<file path="src/rtl/uart_tx_buff_if.sv">
// Write-side and serial-side signals of the buffered UART transmitter.
// master: the byte producer; slave: the transmitter.
interface uart_tx_buff_if #(
    parameter int DEPTH = 16
);
    logic                     wr_en;
    logic [7:0]               wr_data;
    logic                     full;
    logic                     empty;
    logic [$clog2(DEPTH):0]   level;
    logic                     overflow;
    logic                     tx;
    logic                     busy;
    logic                     tx_done;

    modport master (
        output wr_en, wr_data,
        input  full, empty, level, overflow, tx, busy, tx_done
    );

    modport slave (
        input  wr_en, wr_data,
        output full, empty, level, overflow, tx, busy, tx_done
    );
endinterface

</file>
<file path="src/rtl/uart_tx_buff.sv">
// Buffered 8N1 UART transmitter: byte FIFO feeding a start/data/stop serializer.
// Back-to-back frames are emitted with no idle cycles while the FIFO is non-empty.
module uart_tx_buff #(
    parameter int CLK_FREQ  = 12000000,
    parameter int BAUD      = 9600,
    parameter int DEPTH     = 16,
    parameter int STOP_BITS = 1
) (
    input  logic          clk,
    input  logic          rst,
    uart_tx_buff_if.slave bus
);
    localparam int DIV = CLK_FREQ / BAUD;
    localparam int AW  = $clog2(DEPTH);
    localparam int LW  = AW + 1;
    localparam int CW  = $clog2(DIV + 1);

    localparam logic [1:0] IDLE  = 2'd0;
    localparam logic [1:0] START = 2'd1;
    localparam logic [1:0] DATA  = 2'd2;
    localparam logic [1:0] STOP  = 2'd3;

    logic [7:0]    mem [DEPTH];
    logic [AW-1:0] wr_ptr;
    logic [AW-1:0] rd_ptr;
    logic [LW-1:0] level;
    logic          overflow;
    logic [1:0]    state;
    logic [CW-1:0] baud_cnt;
    logic [2:0]    bit_idx;
    logic [7:0]    shift;
    logic          tx_q;
    logic          full;
    logic          empty;
    logic          push;
    logic          pop;
    logic          bit_end;
    logic          last_stop;

    assign full      = (level == LW'(DEPTH));
    assign empty     = (level == '0);
    assign push      = bus.wr_en && !full;
    assign bit_end   = (baud_cnt == CW'(DIV - 1));
    assign last_stop = (state == STOP) && bit_end && (bit_idx == 3'(STOP_BITS - 1));
    // Pop either from idle or on the very last stop cycle, so the next start bit follows with no gap.
    assign pop       = !empty && ((state == IDLE) || last_stop);

    always_ff @(posedge clk) begin
        if (push) mem[wr_ptr] <= bus.wr_data;
    end

    always_ff @(posedge clk or posedge rst) begin
        if (rst) begin
            wr_ptr   <= '0;
            rd_ptr   <= '0;
            level    <= '0;
            overflow <= 1'b0;
        end else begin
            if (push) wr_ptr <= wr_ptr + 1'b1;
            if (pop)  rd_ptr <= rd_ptr + 1'b1;
            case ({push, pop})
                2'b10:   level <= level + 1'b1;
                2'b01:   level <= level - 1'b1;
                default: level <= level;
            endcase
            // A dropped write is flagged even if a pop frees a slot on the same edge.
            if (bus.wr_en && full) overflow <= 1'b1;
        end
    end

    // The serializer keeps its own copy of the byte, so the FIFO slot is free right after the pop.
    always_ff @(posedge clk) begin
        if (pop)
            shift <= mem[rd_ptr];
        else if (state == DATA && bit_end)
            shift <= {1'b0, shift[7:1]};
    end

    always_ff @(posedge clk or posedge rst) begin
        if (rst) begin
            state    <= IDLE;
            baud_cnt <= '0;
            bit_idx  <= '0;
            tx_q     <= 1'b1;
        end else begin
            case (state)
                IDLE: begin
                    baud_cnt <= '0;
                    bit_idx  <= '0;
                    if (!empty) begin
                        state <= START;
                        tx_q  <= 1'b0;
                    end
                end
                START: begin
                    if (bit_end) begin
                        baud_cnt <= '0;
                        bit_idx  <= '0;
                        state    <= DATA;
                        tx_q     <= shift[0];
                    end else begin
                        baud_cnt <= baud_cnt + 1'b1;
                    end
                end
                DATA: begin
                    if (bit_end) begin
                        baud_cnt <= '0;
                        if (bit_idx == 3'd7) begin
                            bit_idx <= '0;
                            state   <= STOP;
                            tx_q    <= 1'b1;
                        end else begin
                            bit_idx <= bit_idx + 1'b1;
                            tx_q    <= shift[1];
                        end
                    end else begin
                        baud_cnt <= baud_cnt + 1'b1;
                    end
                end
                default: begin
                    // STOP: bit_idx counts stop bits here
                    if (bit_end) begin
                        baud_cnt <= '0;
                        if (last_stop) begin
                            bit_idx <= '0;
                            if (!empty) begin
                                state <= START;
                                tx_q  <= 1'b0;
                            end else begin
                                state <= IDLE;
                                tx_q  <= 1'b1;
                            end
                        end else begin
                            bit_idx <= bit_idx + 1'b1;
                        end
                    end else begin
                        baud_cnt <= baud_cnt + 1'b1;
                    end
                end
            endcase
        end
    end

    assign bus.full     = full;
    assign bus.empty    = empty;
    assign bus.level    = level;
    assign bus.overflow = overflow;
    assign bus.tx       = tx_q;
    assign bus.busy     = (state != IDLE);
    assign bus.tx_done  = last_stop;
endmodule

</file>
<file path="src/flat_wrapper.sv">
// flat-port wrapper written by rule: the top's interface ports become plain ports
module uart_tx_buff_flat 
#(
    parameter int CLK_FREQ  = 12000000,
    parameter int BAUD      = 9600,
    parameter int DEPTH     = 16,
    parameter int STOP_BITS = 1
)
  (clk, rst, bus_wr_en, bus_wr_data, bus_full, bus_empty, bus_level, bus_overflow, bus_tx, bus_busy, bus_tx_done);
  uart_tx_buff_if #(.DEPTH(DEPTH)) bus_i ();
  input  logic clk;
  input  logic rst;
  input wire logic [$bits(bus_i.wr_en)-1:0] bus_wr_en;
  input wire logic [$bits(bus_i.wr_data)-1:0] bus_wr_data;
  output wire logic [$bits(bus_i.full)-1:0] bus_full;
  output wire logic [$bits(bus_i.empty)-1:0] bus_empty;
  output wire logic [$bits(bus_i.level)-1:0] bus_level;
  output wire logic [$bits(bus_i.overflow)-1:0] bus_overflow;
  output wire logic [$bits(bus_i.tx)-1:0] bus_tx;
  output wire logic [$bits(bus_i.busy)-1:0] bus_busy;
  output wire logic [$bits(bus_i.tx_done)-1:0] bus_tx_done;
  assign bus_i.wr_en = bus_wr_en;
  assign bus_i.wr_data = bus_wr_data;
  assign bus_full = bus_i.full;
  assign bus_empty = bus_i.empty;
  assign bus_level = bus_i.level;
  assign bus_overflow = bus_i.overflow;
  assign bus_tx = bus_i.tx;
  assign bus_busy = bus_i.busy;
  assign bus_tx_done = bus_i.tx_done;
  uart_tx_buff #(.CLK_FREQ(CLK_FREQ), .BAUD(BAUD), .DEPTH(DEPTH), .STOP_BITS(STOP_BITS)) u_core (.clk(clk), .rst(rst), .bus(bus_i));
endmodule
</file>
<file path="config.mk">
export PLATFORM = sky130hd
export DESIGN_NAME = uart_tx_buff_flat
export DESIGN_NICKNAME = d
export VERILOG_FILES = /design/src/rtl/uart_tx_buff_if.sv /design/src/rtl/uart_tx_buff.sv /design/src/flat_wrapper.sv
export SDC_FILE = /design/constraint.sdc
export NUM_CORES = 1
export LEC_CHECK = 0
export CAP_MARGIN = 20
export CORE_AREA = 4 4 122 182
export CTS_BUF_LIST = sky130_fd_sc_hd__clkbuf_4
export DETAILED_ROUTE_END_ITERATION = 10
export DIE_AREA = 0 0 126 186
export PLACE_DENSITY = 0.59
export SLEW_MARGIN = 20
export SYNTH_ARGS = -nofsm -noshare
export SYNTH_HDL_FRONTEND = slang
export SYNTH_SLANG_ARGS = --single-unit
</file>
<file path="constraint.sdc">
create_clock -name clk -period 8.5 [get_ports clk]
set_input_delay 1.275 -clock clk [delete_from_list [all_inputs] [get_ports clk]]
set_output_delay 1.275 -clock clk [all_outputs]
set_load 0.01 [all_outputs]
</file>
==> results.yml, run 1 <==
floorplan:
  rows: 64
  ios: 22
  fp.dieH_um: 186
  initial_core_util_pct: 34.6
  die_x_um: 126
  die_area_um2: 23400
  core_um2: 20500
routing:
  routed-wl-met3_um: 458
  highest_layer: "met4"
  route.detailed.wl_per_inst_um: 18.5
  drt_pass1_iterations: 4
  drt_wl_total_mm: 13.9
  drc: 0
  ant_nets: 0
  wl_met2_mm: 7.95
  met1_length_mm: 5.23
  routed_via_density: 4.93
  vias: 3691
  dr.first_iter.drc_count: 224
final_layout:
  fin_util_pct: 38.3
  fin_nets: 500
  layout-drive-gt1-share_pct: 18.6
  final_cells: 748
  area_delta_synth_final_pct: 10.7
critical_path:
  rrSetupSlack_ns: 5.28
  cp.buffers_inverters: 2
  r2r.worst_path.cells: 13
  cpLargestDelayFamily: "simple AND/OR/NAND/NOR gates"
  r2r-start: "u_core.baud_cnt[3]"
  path_cells: "inv_1 -> ha_1 -> or4bb_1 -> nor4_1 -> clkdlybuf4s50_1"
  cp.required_ns: 7.22
  endpoint_kind: "output pin"
  r2r_end: "u_core.bus.level[4]"
  crit_arrival_ns: 2.49
  critPathKind: "register to output pin"
  cp_slowest_cell: "clkdlybuf4s50_1"
  slowest_delay_ns: 0.59
  startpoint_type: "register"
  critPathMaxFanout: 4
clock_tree:
  cts_resized: 0
  cts_hold_buf: 0
  clk_path_buf_depth: 2
  insertion_delay_ns: 0.56
  htreeDepth: 4
  numCtsBuffers: 17
  post-cts-setup-buffer-count: 0
  cts-root-buf: "clkbuf_4"
  path_clk_slew_ns: 0.14
  cts_tree: "built"
  cts_sinks: 167
synth:
  ys_async_sr_fraction_pct: 18.6
  synth_area_leaders: "edfxtp_1 (58%), dfrtp_1 (11%), mux4_2 (8.3%)"
  ys_dominant_reg_cell: "edfxtp_1"
  yosysMostFrequentCell: "edfxtp_1"
  syn_avg_cell_area_um2: 15.9
  syn_nets: 476
  synth-compound-area-share_pct: 4.75
  synthAdderAreaFrac_pct: 3.35
  synth_area_um2: 7090
  ys_warn_count: 0
  yosys.area_share.simple_pct: 7.32
  synthXorXnorAreaFrac_pct: 2.59
  synth_top_family_by_area: "multiplexers"
  syn_inst: 446
  ys_ff_latch: 167
  synth.largest_area_cell: "edfxtp_1"
  synth_edf_count: 136
  synthTopCellsByCount: "edfxtp_1 (136), nor2_1 (37), dfrtp_1 (30)"
  ys_types: 53
  synthMuxAreaShare_pct: 11.3
  synth_top_area_share_pct: 57.6
  ys_seq_area_share_pct: 68.5
worst_hold_path:
  holdPathStages: 2
  hold_path_end: "u_core.bus.tx"
  hold_start: "u_core.bus.tx"
  hold_path_class: "register to register"
global_routing:
  grt_pass1_wl_mm: 22.0
  grt_max_degree: 44
  grt_overflow: 0
  grt_pass1_vias: 3896
  gr-usage-all-layers_pct: 12.5
  antenna_found_initial: 1
sta:
  worst_pin_slew_ns: 1.04
  max_freq_mhz: 265
  hold_viol: 0
  relSlewSlack_pct: 30.9
  finalClockSkew_ns: 0.0147
  maxSlewViolCount: 0
  period_share_pct: 44.3
  finalSetupViolCount: 0
  finalWorstSetupSlack_ns: 4.73
  fin_crit_ns: 3.77
  rsz0062_at_grt: "no"
  setup_tns_ns: 0
outcome:
  status: "complete, no violations"
power_and_ir_drop:
  p_clk_share_pct: 17.4
  ir_drop_mv: 0.116
  switchingPower_uw: 851
  power_switching_share_pct: 35.1
  leakagePower_nw: 2.68
  internal_power_mw: 1.58
  p_total_mw: 2.43
  seqPwrFrac_pct: 48.3
  power.density_nw_per_um2: 309
  comb_power_share_pct: 34.2
place:
  dp_hpwl_mm: 9.65
  io_buffers: 21
  dp_cells: 715
  dp_slack_ns: 4.82
  gp_congestion: 0.757
job:
  max_cap_violations: 0
[layout by cell type, fill, tap and decap left out, types with 6 or more instances in the layout]
cell type        count
o22ai_1              9
inv_1               16
o21ai_1              8
mux4_2              26
edfxtp_1           136
clkdlybuf4s50_1     21
ha_1                19
clkbuf_4            17
o21ai_0             12
nand3_1              7
nand2_1             28
a21oi_1              6
nor2_1              37
a221oi_1             6
xnor2_1             10
dfrtp_1             29
mux2_2              16
xor2_1              11
[flip-flops by register name, summed over array words and instances (netlist names)]
signal               cells
u_core.mem             128
u_core.shift             8
u_core.bus.tx            1
u_core.state             2
u_core.bus.level         5
u_core.wr_ptr            4
u_core.baud_cnt         11
u_core.bus.overflow      1
u_core.rd_ptr            4
u_core.bit_idx           3
[routing by layer]
metal	GRT usage, %	vias up
li1	-	1735
met1	13.4	1878
met2	23.9	59
met3	2.90	19
met4	4.08	0
met5	0	-
[per-stage QoR]
step           cell area (um^2)  hold WS [ns]
2_1_floorplan              7090         0.469
3_3_place_gp               7570         0.440
3_5_place_dp               7580         0.453
4_1_cts                    7840         0.484
5_1_grt                    7850         0.505
6_report                   7850         0.478
[power by group through the flow]
stage               combinational, mW  clock, mW  sequential [mW]
global placement                0.826          0             1.18
global route                    0.917      0.472             1.19
CTS                             0.848      0.438             1.17
detailed placement              0.845          0             1.19
finish                          0.831      0.423             1.17
floorplan                       0.661          0             1.12
[final cells by class]
cell class                      count  area (um^2)
Fill cell                        1949        12700
Sequential cell                   167         4860
Inverter                           17         63.8
Clock buffer                       17          128
Antenna cell                        1         2.50
Clock inverter                     15          129
Timing Repair Buffer               24          233
Tap cell                          264          330
Multi-Input combinational cell    243         2100
[worst max path at each step]
stage | startpoint | to | slack [ns] | cells past startpoint
final | u_core.baud_cnt[1] | bus_tx_done | 4.73 | 5
after global routing | u_core.baud_cnt[1] | bus_tx_done | 4.55 | 5
after detailed placement | bus_wr_en | u_core.bus.level[4] | 4.82 | 11
after global placement | bus_wr_en | u_core.mem[0][1] | 4.78 | 4
after floorplan | bus_wr_en | u_core.bus.level[4] | 5.35 | 12
after CTS | u_core.baud_cnt[1] | bus_tx_done | 4.66 | 5
[cells by family after synthesis]
group,after synthesis
xor gates and xnor gates,21
and+or+nand+nor,105
muxes,45
buffers and inverters,36
AOI/OAI and AO/OA,53
adders and majority gates,19
DFF,167
[worst min-delay path, delay by kind of cell (launching register included)]
kind / cells / cell delay (ns)
flops: 1 / 0.39
mux: 1 / 0.06
buf+inv: 1 / 0.04
(Power assumes the default switching activity.)
==> run 2, diff against run 1 <==
--- a/config.mk
+++ b/config.mk
@@ -10,7 +10,7 @@
 export CTS_BUF_LIST = sky130_fd_sc_hd__clkbuf_4
 export DETAILED_ROUTE_END_ITERATION = 10
 export DIE_AREA = 0 0 126 186
-export PLACE_DENSITY = 0.59
+export PLACE_DENSITY = 0.6
 export SLEW_MARGIN = 20
 export SYNTH_ARGS = -nofsm -noshare
 export SYNTH_HDL_FRONTEND = slang
==> constraint.sdc (replaced) <==
create_clock -name clk -period 3.2 [get_ports clk]
set_input_delay 0.48 -clock clk [delete_from_list [all_inputs] [get_ports clk]]
set_output_delay 0.48 -clock clk [all_outputs]
set_load 0.01 [all_outputs]
==> run 2 against run 1 <==
Compared with the run above: global-route usage fell by 0.20 points; core utilization rose by 0.84 points; critical path depth did not move; clock power rose to 2.9 times the previous value; cell area rose by 2.2%; register-to-register slack got worse by 5.0 ns; routed wire length fell by 3.0%; hold slack got worse by 0.22 ns; sequential share of layout area fell by 1.3 points; total power rose to 2.7 times the previous value; sequential power rose to 2.7 times the previous value; flip-flop and latch count did not move.
==> results.yml, run 2 (same netlist as run 1, synthesis figures left out) <==
place:
  io_buffers: 21
  gp_congestion: 0.780
  dp_slack_ns: 0.198
  dp_hpwl_mm: 9.41
final_layout:
  fin_nets: 519
  largest_reg_flops: 128
  biggestRegsByFlops: "u_core.mem (128), u_core.baud_cnt (11), u_core.shift (8)"
  fin_util_pct: 39.1
  max_flop_register: "u_core.mem"
  nFillCells: 1926
  layout-drive-gt1-share_pct: 21.3
  area_delta_synth_final_pct: 13.1
  final_common_cell: "edfxtp_1"
  layout_common_cells: "edfxtp_1 (136), nor2_1 (37), dfrtp_1 (29)"
critical_path:
  slowest_delay_ns: 0.59
  cp.required_ns: 2.72
  critPathMaxFanout: 4
  startpoint: "u_core.baud_cnt[1]"
  startpoint_type: "register"
  r2r.worst_path.cells: 12
  rrSetupSlack_ns: 0.28
  path_cells: "inv_1 -> ha_1 -> or4bb_1 -> nor4_1 -> clkdlybuf4s50_1"
  cp.buffers_inverters: 2
  critPathKind: "register to output pin"
  endpoint_kind: "output pin"
  r2r_end: "u_core.bus.level[4]"
  cpLargestDelayFamily: "simple AND/OR/NAND/NOR gates"
  r2r-start: "u_core.baud_cnt[3]"
  cp_slowest_cell: "clkdlybuf4s50_1"
  crit_arrival_ns: 2.48
routing:
  drt_pass1_iterations: 5
  drc: 0
  route.detailed.wl_per_inst_um: 17.5
  vias: 3750
  drt_wl_total_mm: 13.4
  dr.first_iter.drc_count: 208
  ant_nets: 0
  routed_via_density: 4.89
sta:
  fin_crit_ns: 2.96
  finalWorstSetupSlack_ns: 0.243
  setup_tns_ns: 0
  finalSetupViolCount: 0
  period_share_pct: 92.4
  max_freq_mhz: 338
  maxSlewViolCount: 0
  finalClockSkew_ns: 0.0196
  rsz0062_at_grt: "no"
  hold_viol: 0
  worst_pin_slew_ns: 0.730
  relSlewSlack_pct: 51.3
clock_tree:
  cts-root-buf: "clkbuf_4"
  path_clk_slew_ns: 0.15
  cts_resized: 0
  cts_hold_buf: 0
  cts_tree: "built"
  cts_sinks: 167
  clk_path_buf_depth: 2
  insertion_delay_ns: 0.58
  post-cts-setup-buffer-count: 0
  numCtsBuffers: 17
  htreeDepth: 4
power_and_ir_drop:
  ir_drop_mv: 0.305
  leakagePower_nw: 2.79
  power.density_nw_per_um2: 821
floorplan:
  fp.dieH_um: 186
  core_um2: 20500
  die_x_um: 126
  rows: 64
  ios: 22
  die_area_um2: 23400
  initial_core_util_pct: 34.6
job:
  max_cap_violations: 0
global_routing:
  grt_max_degree: 32
  grt_pass1_wl_mm: 22.1
  antenna_found_initial: 1
  grt_pass1_vias: 4053
  gr-usage-all-layers_pct: 12.3
  grt_overflow: 0
outcome:
  status: "complete, no violations"
worst_hold_path:
  hold_path_class: "primary input to asynchronous set/reset pin"
## run 2: changes by cell type in the layout (fill, tap and decap cells not counted), sizes merged
cell / before / now
inv: 20 / 25
buf: 3 / 22
clkinv: 10 / 5
## run 2: where the power goes
part / leakage [nW] / total [mW] / switching (mW) / internal [mW]
clock network: 0.154 / 1.23 / 0.804 / 0.421
logic: 1.02 / 2.21 / 1.11 / 1.10
registers: 1.62 / 3.15 / 0.394 / 2.76
total: 2.79 / 6.59 / 2.31 / 4.28
## run 2: layer usage
layer	routed length, um	global-route usage (%)
met4	208	4.34
met2	7650	23.6
met1	5230	13.0
met5	0	0
met3	351	2.78
## run 2: worst register-to-register path: stages, from the launching register on
cell and delay, ns:
dfrtp_1 0.46, or4b_4 0.58, nor4_4 0.39, o21bai_2 0.12, inv_2 0.07, ha_2 0.26
xor2_1 0.17, ha_1 0.20, nor2b_1 0.12, o21ai_0 0.09, a31oi_1 0.16, nor2_1 0.06
xor2_1 0.14
## run 2: layout make-up
type / count / area [um^2] / area share, %
sequential: 167 / 4860 / 60.6
multi-input combinational: 243 / 2080 / 26.0
timing repair buffer: 43 / 388 / 4.84
tap: 264 / 330 / 4.12
clock inverter: 15 / 164 / 2.04
clock buffer: 17 / 128 / 1.59
inverter: 17 / 63.8 / 0.796
antenna: 1 / 2.50 / 0.0312
## run 2: worst max-delay path by stage
stage,end,slack [ns],cells after the start
3_5_place_dp,u_core.bus.level[4],0.20,12
5_1_grt,u_core.bus.level[4],0.03,14
2_1_floorplan,u_core.bus.level[4],0.18,14
6_report,bus_tx_done,0.24,5
4_1_cts,u_core.bus.level[4],0.17,12
3_3_place_gp,u_core.bus.level[4],0.28,12
## run 2: stage by stage
| step | area (um^2) | power, mW | hold WS [ns] | instances |
|---|---|---|---|---|
| 3_3_place_gp | 7720 | 5.39 | 0.439 | 734 |
| 4_1_cts | 8020 | 6.69 | 0.237 | 766 |
| 2_1_floorplan | 7090 | 4.72 | 0.469 | 446 |
| 6_report | 8020 | 6.59 | 0.260 | 767 |
| 5_1_grt | 8020 | 7.05 | 0.266 | 767 |
| 3_5_place_dp | 7720 | 5.46 | 0.461 | 734 |
==> run 3, diff against run 2 <==
--- a/config.mk
+++ b/config.mk
@@ -5,12 +5,14 @@
 export SDC_FILE = /design/constraint.sdc
 export NUM_CORES = 1
 export LEC_CHECK = 0
+export ABC_AREA = 1
 export CAP_MARGIN = 20
-export CORE_AREA = 4 4 122 182
+export CORE_AREA = 4 4 124 186
 export CTS_BUF_LIST = sky130_fd_sc_hd__clkbuf_4
+export CTS_CLUSTER_DIAMETER = 100
 export DETAILED_ROUTE_END_ITERATION = 10
-export DIE_AREA = 0 0 126 186
-export PLACE_DENSITY = 0.6
+export DIE_AREA = 0 0 128 190
+export PLACE_DENSITY = 0.59
 export SLEW_MARGIN = 20
 export SYNTH_ARGS = -nofsm -noshare
 export SYNTH_HDL_FRONTEND = slang
==> constraint.sdc (replaced) <==
create_clock -name clk -period 3.3 [get_ports clk]
set_input_delay 0.495 -clock clk [delete_from_list [all_inputs] [get_ports clk]]
set_output_delay 0.495 -clock clk [all_outputs]
set_load 0.01 [all_outputs]
==> run 3 against run 2 <==
Compared with the run above: critical path depth grew 4; critical endpoint unchanged; clock skew shrank 0.0077 ns; largest power group unchanged; core utilization shrank 1.4 points; non-clock buffer count shrank 14; critical path type unchanged; synthesized cell count grew 56%.
==> results.yml, run 3 <==
critical_path:
  rrSetupSlack_ns: 0.79
  setup.worst_path.end: "bus_tx_done"
  startpoint: "u_core.baud_cnt[1]"
  r2r.worst_path.cells: 14
  crit_arrival_ns: 2.19
  startpoint_type: "register"
  endpoint_kind: "output pin"
  r2r_end: "u_core.bus.level[4]"
  cp.required_ns: 2.80
  critPathMaxFanout: 4
  r2r-start: "u_core.state[0]"
  critPathKind: "register to output pin"
final_layout:
  final_common_cell: "nor2_1"
  final_cells: 1002
  fin_util_pct: 37.7
  biggestRegsByFlops: "u_core.mem (128), u_core.baud_cnt (11), u_core.shift (8)"
  max_flop_register: "u_core.mem"
  nFillCells: 2161
  fin_area_um2: 8100
  layout_common_cells: "nor2_1 (149), edfxtp_1 (136), nand2_1 (126)"
  area_delta_synth_final_pct: 9.50
  layout-drive-gt1-share_pct: 7.27
  fin_nets: 747
  largest_reg_flops: 128
power_and_ir_drop:
  comb_power_share_pct: 40.5
  ir_drop_mv: 0.345
  power.density_nw_per_um2: 811
  leakagePower_nw: 3.07
  seqPwrFrac_pct: 44.1
  p_clk_share_pct: 15.4
  internal_power_mw: 3.88
  switchingPower_mw: 2.69
  power_switching_share_pct: 40.9
clock_tree:
  cts-root-buf: "clkbuf_4"
  clk_path_buf_depth: 2
  cts_tree: "built"
  cts_hold_buf: 0
  cts_resized: 0
  post-cts-setup-buffer-count: 0
  cts_sinks: 167
  insertion_delay_ns: 0.55
  htreeDepth: 4
  path_clk_slew_ns: 0.13
  numCtsBuffers: 17
synth:
  synth_area_leaders: "edfxtp_1 (55%), dfrtp_1 (10%), nor2_1 (7.6%)"
  syn_avg_cell_area_um2: 10.6
  synth.largest_area_cell: "edfxtp_1"
  ys_seq_area_share_pct: 65.7
  synth_top_area_share_pct: 55.2
  syn_nets: 725
  ys_dominant_reg_cell: "edfxtp_1"
  syn_inst: 695
  yosysMostFrequentCell: "nor2_1"
  synth_area_um2: 7400
  ys_async_sr_fraction_pct: 18.6
  ys_ff_latch: 167
  synth_edf_count: 136
  ys_types: 34
  ys_warn_count: 0
  synthTopCellsByCount: "nor2_1 (149), edfxtp_1 (136), nand2_1 (126)"
routing:
  drt_wl_total_mm: 16.1
  ant_nets: 0
  drt_pass1_iterations: 4
  drc: 0
  route.detailed.wl_per_inst_um: 16.0
  routed_via_density: 4.82
  vias: 4833
  dr.first_iter.drc_count: 249
place:
  dp_slack_ns: 0.774
  io_buffers: 21
  placed_cell_area_um2: 7870
  dp_cells: 970
  dp_hpwl_mm: 10.9
  gp_congestion: 0.794
sta:
  relSlewSlack_pct: 47.2
  period_share_pct: 81.3
  hold_viol: 0
  rsz0062_at_grt: "no"
  worst_pin_slew_ns: 0.789
  fin_crit_ns: 2.68
  finalClockSkew_ns: 0.0118
  finalWorstSetupSlack_ns: 0.617
  setup_tns_ns: 0
  max_freq_mhz: 373
  finalSetupViolCount: 0
  maxSlewViolCount: 0
floorplan:
  core_um2: 21500
  ios: 22
  die_x_um: 128
  fp.dieH_um: 190
  die_area_um2: 24300
  initial_core_util_pct: 34.5
  rows: 66
global_routing:
  grt_max_degree: 66
  antenna_found_initial: 1
  gr-usage-all-layers_pct: 13.8
  grt_overflow: 0
  grt_pass1_wl_mm: 25.7
  grt_pass1_vias: 4982
job:
  max_cap_violations: 0
worst_hold_path:
  hold_path_class: "primary input to asynchronous set/reset pin"
outcome:
  status: "complete, no violations"
run 3: logic make-up after synthesis:
| kind of cell | Yosys count | synth area share [%] |
|---|---|---|
| simple gates | 352 | 19.8 |
| flops | 167 | 65.7 |
| compound gates | 80 | 5.89 |
| buf+inv | 66 | 4.13 |
| fa+ha+maj | 19 | 3.21 |
| xor+xnor | 11 | 1.30 |
run 3: layer usage:
metal | wire (um) | GRT usage (%) | vias to the layer above
met3 | 654 | 2.64 | 23
met4 | 375 | 6.29 | 0
met2 | 8730 | 25.1 | 101
met5 | 0 | 0 | -
met1 | 6290 | 15.4 | 2310
li1 | - | - | 2399
run 3: worst min path at each step:
stage / cells past startpoint / slack (ns) / endpoint
floorplan: 1 / 0.46 / u_core.baud_cnt[0]
global placement: 1 / 0.44 / u_core.bus.overflow
detailed placement: 1 / 0.45 / u_core.bus.overflow
CTS: 3 / 0.30 / u_core.baud_cnt[8]
global route: 3 / 0.31 / u_core.rd_ptr[0]
finish: 3 / 0.32 / u_core.rd_ptr[0]
run 3: critical path, stage by stage (launching register included):
cell and delay [ns]:
dfrtp_1 0.42, inv_1 0.06, ha_1 0.15, inv_1 0.04, nor2_1 0.07, nand2_1 0.06
nor2_2 0.11, nand3_2 0.13, inv_1 0.08, clkdlybuf4s50_1 0.53
run 3: layout make-up:
| type | count | area, um^2 | area share (%) |
|---|---|---|---|
| sequential | 167 | 4860 | 60.0 |
| antenna | 1 | 2.50 | 0.0309 |
| inverter | 40 | 150 | 1.85 |
| clock buffer | 20 | 150 | 1.85 |
| multi-input combinational | 462 | 2230 | 27.6 |
| clock inverter | 11 | 81.3 | 1.00 |
| timing repair buffer | 29 | 283 | 3.49 |
| tap | 272 | 340 | 4.20 |
run 3: metrics by stage:
stage | power [mW] | hold slack (ns)
3_5_place_dp | 5.63 | 0.453
2_1_floorplan | 4.83 | 0.461
3_3_place_gp | 5.60 | 0.443
6_report | 6.57 | 0.319
4_1_cts | 6.63 | 0.300
5_1_grt | 7.08 | 0.312
run 3: power by group through the flow:
stage	Clock [mW]	Sequential [mW]	Combinational [mW]
after floorplan	0	2.87	1.96
after global routing	1.12	2.94	3.02
after global placement	0	2.93	2.67
final	1.01	2.90	2.66
after detailed placement	0	2.94	2.68
after CTS	1.04	2.90	2.69
